## src/rtl/password_tx.sv

```systemverilog
// Plays a valid/ready-accepted NBITS code MSB-first as timed press/release pulses on two button lines.
// Buttons follow the handshake by one cycle; start_ready is high only in IDLE and an abort in PRESS/RELEASE returns to IDLE.
module password_tx #(
  parameter int NBITS        = 4,
  parameter int PRESS_CYCLES = 3,
  parameter int GAP_CYCLES   = 2,
  localparam int TW = $clog2(((PRESS_CYCLES > GAP_CYCLES) ? PRESS_CYCLES : GAP_CYCLES) + 1),
  localparam int BW = $clog2(NBITS + 1)
) (
  input  logic             clk,
  input  logic             reset_n,
  input  logic             start_valid,
  input  logic [NBITS-1:0] code,
  output logic             start_ready,
  input  logic             abort,
  output logic             btn_0,
  output logic             btn_1,
  output logic             busy,
  output logic             done,
  output logic             aborted,
  output logic [BW-1:0]    bits_left
);

  typedef enum logic [1:0] {S_IDLE, S_PRESS, S_RELEASE, S_DONE} state_t;

  localparam logic [TW-1:0] PRESS_LAST = TW'(PRESS_CYCLES - 1);
  localparam logic [TW-1:0] GAP_LAST   = TW'(GAP_CYCLES - 1);

  state_t           state_q, state_d;
  logic [TW-1:0]    timer_q, timer_d;
  logic [NBITS-1:0] shreg_q, shreg_d;
  logic [BW-1:0]    bits_left_q, bits_left_d;
  logic             btn_0_q, btn_0_d, btn_1_q, btn_1_d;
  logic             busy_q, busy_d, done_q, done_d;
  logic             aborted_q, aborted_d, start_ready_q, start_ready_d;

  always_comb begin
    state_d     = state_q;
    timer_d     = timer_q;
    shreg_d     = shreg_q;
    bits_left_d = bits_left_q;
    aborted_d   = 1'b0;
    case (state_q)
      S_IDLE: begin
        // start_ready_q is still low on the first cycle out of reset, so no capture there
        if (start_valid && start_ready_q) begin
          state_d     = S_PRESS;
          timer_d     = '0;
          shreg_d     = code;
          bits_left_d = BW'(NBITS);
        end
      end
      S_PRESS, S_RELEASE: begin
        if (abort) begin
          state_d     = S_IDLE;
          timer_d     = '0;
          shreg_d     = '0;
          bits_left_d = '0;
          aborted_d   = 1'b1;
        end else if (state_q == S_PRESS) begin
          if (timer_q == PRESS_LAST) begin
            state_d = S_RELEASE;
            timer_d = '0;
          end else begin
            timer_d = timer_q + TW'(1);
          end
        end else if (timer_q == GAP_LAST) begin
          timer_d     = '0;
          shreg_d     = shreg_q << 1;
          bits_left_d = bits_left_q - BW'(1);
          state_d     = (bits_left_q == BW'(1)) ? S_DONE : S_PRESS;
        end else begin
          timer_d = timer_q + TW'(1);
        end
      end
      S_DONE: begin
        state_d = S_IDLE;
        timer_d = '0;
      end
      default: begin
        state_d = S_IDLE;
        timer_d = '0;
      end
    endcase

    // Outputs are decoded from the next state so they can be registered without extra latency
    btn_1_d       = (state_d == S_PRESS) &&  shreg_d[NBITS-1];
    btn_0_d       = (state_d == S_PRESS) && !shreg_d[NBITS-1];
    busy_d        = (state_d != S_IDLE);
    done_d        = (state_d == S_DONE);
    start_ready_d = (state_d == S_IDLE);
  end

  always_ff @(posedge clk) begin
    if (!reset_n) begin
      state_q       <= S_IDLE;
      timer_q       <= '0;
      shreg_q       <= '0;
      bits_left_q   <= '0;
      btn_0_q       <= 1'b0;
      btn_1_q       <= 1'b0;
      busy_q        <= 1'b0;
      done_q        <= 1'b0;
      aborted_q     <= 1'b0;
      start_ready_q <= 1'b0;
    end else begin
      state_q       <= state_d;
      timer_q       <= timer_d;
      shreg_q       <= shreg_d;
      bits_left_q   <= bits_left_d;
      btn_0_q       <= btn_0_d;
      btn_1_q       <= btn_1_d;
      busy_q        <= busy_d;
      done_q        <= done_d;
      aborted_q     <= aborted_d;
      start_ready_q <= start_ready_d;
    end
  end

  assign btn_0       = btn_0_q;
  assign btn_1       = btn_1_q;
  assign busy        = busy_q;
  assign done        = done_q;
  assign aborted     = aborted_q;
  assign start_ready = start_ready_q;
  assign bits_left   = bits_left_q;

endmodule

```

## config.mk

```make
export PLATFORM = sky130hd
export DESIGN_NAME = password_tx
export DESIGN_NICKNAME = d
export VERILOG_FILES = /design/src/rtl/password_tx.sv
export SDC_FILE = /design/constraint.sdc
export NUM_CORES = 1
export LEC_CHECK = 0
export CORE_ASPECT_RATIO = 0.5
export CORE_MARGIN = 1
export CORE_UTILIZATION = 25
export DETAILED_ROUTE_END_ITERATION = 6
export PLACE_DENSITY = 0.58
export SLEW_MARGIN = 10
export SYNTH_ARGS = -nofsm -noshare
export SYNTH_HDL_FRONTEND = slang
export SYNTH_SLANG_ARGS = --single-unit
```

## constraint.sdc

```tcl
create_clock -name clk -period 1.7 [get_ports clk]
set_clock_uncertainty 0.1 [all_clocks]
set_input_delay 0.34 -clock clk [delete_from_list [all_inputs] [get_ports clk]]
set_output_delay 0.34 -clock clk [all_outputs]
set_load 0.05 [all_outputs]
```

* Word-level counts from Yosys, hierarchy flattened *
Cells that the tools add are included.

word-level totals
  register bits = 17
  input bits = 8
  output and inout port bits = 9
  logic and storage cells = 59

operators by class
  $add $sub $neg = 2
  equality and inequality tests = 11
  muxes and demuxes = 24
  reductions and logical operators = 11

operators with widths
  cell                                              number
  2-to-1 mux 2 bit                                  11
  2-to-1 mux 4 bit                                  4
  2-to-1 mux 3 bit                                  4
  case mux 2 bit (3 select lines)                   2
  == test 2 bit, second input constant              4
  case mux 4 bit (2 select lines)                   1
  == test 2 x 1 -> 1 bit, second input constant     3
  inequality test 3 bit, second input constant      2
  case mux 3 bit (2 select lines)                   1
  zero test 2 bit                                   2
  AND reduction 4 bit                               1
  nonzero test 2 bit                                2
  == test 3 x 1 -> 1 bit, second input constant     1
  logical AND 1 bit                                 3
  subtractor 3 x 1 -> 3 bit, second input constant  1
  adder 2 x 1 -> 2 bit, second input constant       1
  inequality test 2 bit, second input constant      1
  AND reduction 2 bit                               1
  OR reduction 2 bit                                1
  zero test 1 bit                                   1
  2-to-1 mux 1 bit                                  1

* Longest topological paths before layout *
Gate-level depths: netlist of run 1.

  depth after elaboration = 8
  mapped depth = 7
  depth with buffers taken out = 6

* Worst setup path before layout of run 1 *
OpenSTA, ideal clock, no wires.

  path kind = register to register
  start = reg state_q[1]
  end = reg start_ready_q (netlist: start_ready)
  setup time = 115 ps
  arrival time = 1638 ps
  data required time = 1485 ps
  path slack = -153 ps
  stages on the path, launching flop included = 8
  buffers on the path = 1
  period minus slack after synthesis = 1853 ps
  cells stage by stage = dfxtp_1 > inv_1 > ha_1 > nand2b_1 > buf_6 > a2bb2oi_1 > or3_1 > and3_1

on the way
  word-level cells in the longest chain between the ends = 5
  elaborated cells on any way between the ends = 12
  those cells by class = eq/ne (3); mux (6); reduce/logical (3)

ends and longest elaborated chain
  element                                               line    source
  start, declared                                       29      state_t state_q, state_d;
  start signal, assigned                                107     state_q <= state_d;
  == test 2 x 1 -> 1 bit, or another cell as far along  43, 60
  2-to-1 mux 2 bit                                      60      end else if (state_q == S_PRESS) begin
  2-to-1 mux 2 bit                                      54      if (abort) begin
  case mux 2 bit (3 select lines) (*)                   43      case (state_q)
  zero test 2 bit (*)                                   91      start_ready_d = (state_d == S_IDLE);
  end signal, assigned                                  116     start_ready_q <= start_ready_d;
  end, declared                                         35      logic aborted_q, aborted_d, start_ready_q, start_ready_d;

Mark *: on every way between the ends. The rest lies on a longest branch, timed or not.
A chain may end at the register's enable or synchronous reset.

* Worst setup path in the final report of run 1 *
Same ends and word-level chain as after synthesis.

==> results of run 1 <==
## stage by stage
stage | instances | util [%] | TNS (ns) | cell area [um2] | worst slack (ns)
after floorplan | 92 | - | -0.009872 | 920.9 | -0.009872
after global placement | 166 | 38.80 | -2.194 | 1244 | -0.2889
after detailed placement | 166 | 38.80 | -2.327 | 1244 | -0.2506
after CTS | 170 | 40.94 | -0.09341 | 1313 | -0.02777
after global routing | 170 | 42.15 | -0.9646 | 1351 | -0.1107
final | 170 | 42.15 | -0.1403 | 1351 | -0.04738
## report_power, final
group	switching [mW]	internal [mW]
Sequential	0.0927	0.505
Combinational	0.541	0.539
Clock	0.140	0.163
Total	0.774	1.21
## sequential cells by signal (all words and copies together) (netlist names)
name,cells
shreg_q,4
btn_1,1
btn_0,1
start_ready,1
aborted,1
state_q,2
busy,1
done,1
timer_q,2
bits_left,3
## cells by family after synthesis
group	Yosys count	share of synthesized area (%)
fa+ha+maj	5	6.925
compound gates	29	25.35
buf+inv	10	5.402
simple gates	29	22.44
mux	2	2.216
flops	17	37.67
## how the worst min path moves through the flow
stage	from	end	slack [ns]	cells after the start
finish	shreg_q[0]	shreg_q[0]	0.38	2
global route	shreg_q[0]	shreg_q[0]	0.41	2
CTS	shreg_q[0]	shreg_q[0]	0.37	2
detailed placement	shreg_q[0]	shreg_q[0]	0.36	2
global placement	shreg_q[0]	shreg_q[0]	0.36	2
floorplan	shreg_q[0]	shreg_q[0]	0.34	2
## layout make-up
cell class | instances | area (um2)
clock buffer | 3 | 41.29
tap | 48 | 60.06
clock inverter | 1 | 5.005
sequential | 17 | 347.8
fill | 310 | 1854
inverter | 7 | 28.78
multi-input combinational | 65 | 583.1
timing repair buffer | 29 | 285.3
## what timing repair did
action | 4_1_cts | 5_1_grt
pin swaps | 1 | 3
resized for setup | 5 | 11
endpoints found under the setup margin | 10 | 14
## synth_stat cells (all sizes together) (2+ instances only)
library cell  number  area [um2]
inv                7       26.28
o21bai             3       22.52
nor3b              3       43.79
nand2b             2       12.51
o21ai              4       20.02
o21a               2       15.01
or3                2       13.77
a21boi             6       56.30
mux2i              2       20.02
nor2               3       11.26
dfxtp             17       340.3
ha                 5       62.56
and3               2       12.51
a22oi              3       22.52
a21oi              3       15.01
nor3               3       15.01
nand2              2       7.510
and2               2       12.51
and4b              2       21.27
nor2b              4       25.02
buf                2       18.77
nand3              2       10.01
## layer usage
layer / vias to the layer above / track usage, % / part of all wire (%)
li1: 395 / - / -
met1: 356 / 15.44 / 48
met2: 12 / 19.69 / 49
met3: 0 / 4.104 / 3.4
met4: 0 / 4.000 / 0
met5: - / 0 / 0
## critical path, delay by kind of cell, from the launching register on
kind	cells	cell delay, ns
and+or+nand+nor	4	0.96
DFF	1	0.36
adders and majority gates	1	0.17
buffers and inverters	1	0.05
==> metrics.txt, run 1 <==
share of layout cells above drive strength 1 41.80%; Final WS setup -0.04738 ns; Worst path max stage delay 0.39 ns; Worst Hold Class flip-flop to flip-flop; total CTS buffers 3; vias in the first global route 725; crit start category flip-flop; die width slightly below 90 um; final-stage net count approximately 140; port buffer count 16; normalized max-slew margin 79.16%; Die Y between 40 and 50 um; leakage about 0.53 nW; cell row count 14; Final GP Congestion roughly 0.71; Syn Area/Cell 9.819 um2; synthesized area 903.4 um2; period utilisation layout 102.8%; failing checks setup timing; slowest CP cell or3_4; post-DP HPWL 1539 um; Skew-Pair Late Insertion Delay 0.25 ns; post-route minimum period 1.747 ns; CTS H-tree depth 1; Synth Net Count ~110; RSZ-0062 raised after global routing true; Tot GR Track Use 12.16%; worst reg2reg endpoint start_ready; overall power 1.981 mW; Root Driver clkbuf_8; Max Cap Viol 0; Crit Path Class flip-flop to flip-flop; total congestion overflow 0; number of synthesized flops with an enable pin 0; worst-margin pin slew 0.3121 ns; final-report setup violation count 5; largest net degree at the start of global routing 15; asr flop ratio synth 0%; Iter 0 DRT Violations 30; count of cell types in the netlist 39; Synth warnings 0; worst vdd ir roughly 0.52 mV; die area 3872 um2; CP endpoint start_ready; final max-slew violation count 0; first-pass GRT wire length 3491 um; drt wl/cell 12.02 um; CTS clk-pin slew, worst paths 0.07 ns; core area 3206 um2; final hold viol count 0; Max Fclk 572.3 MHz; number of iterations in the first detailed-routing pass 5; CTS Hold Bufs 0; Via Count 763; r2r worst-path depth 6; Detail Route Antenna Nets 0; reg2reg start state_q[1]; crit path DAT 1.79 ns; Synth-to-Final Area Change 49.58%; Clock Tree Buf Depth 2; Seq cells post-synth 17; initial antenna violation count 0; Initial Utilization 28.18%; Clock Sink Count 17; Vias/cell 4.488; Post-CTS Setup Inserts 0; final wirelength between 2000 and 2500 um; worst path cell trace inv_4, ha_4, nor3b_4, nor3_2, or3_4, and3_4; CP Launch Point state_q[1]; ANT cells 0; Remaining DRCs 0; critical-path maximum fanout 6; element type at the critical path end flip-flop; status complete, but fails checks; CTS tree built; R2R Setup Slk -0.05 ns; most frequent cells in the layout 18 x buf_4, 13 x dfxtp_1, 7 x clkdlybuf4s50_1, 5 x inv_1; cells after synthesis a little over 90; IO Pins 17; post-synthesis sequential area ratio 37.67%; CP required 1.75 ns; ys flop type dfxtp_1; Pwr per Cell Area 1466 nW/um2; Hold WS 0.3751 ns; commonest non-fill, non-tap cell in the layout buf_4
Power figures use the tool's default switching activity.
==> run 2: changes to the inputs <==
--- a/config.mk
+++ b/config.mk
@@ -10,7 +10,6 @@
 export CORE_UTILIZATION = 25
 export DETAILED_ROUTE_END_ITERATION = 6
 export PLACE_DENSITY = 0.58
-export SLEW_MARGIN = 10
 export SYNTH_ARGS = -nofsm -noshare
 export SYNTH_HDL_FRONTEND = slang
 export SYNTH_SLANG_ARGS = --single-unit
==> results of run 2 <==
No change in the layout: final DEF, timing and power equal those of run 1.
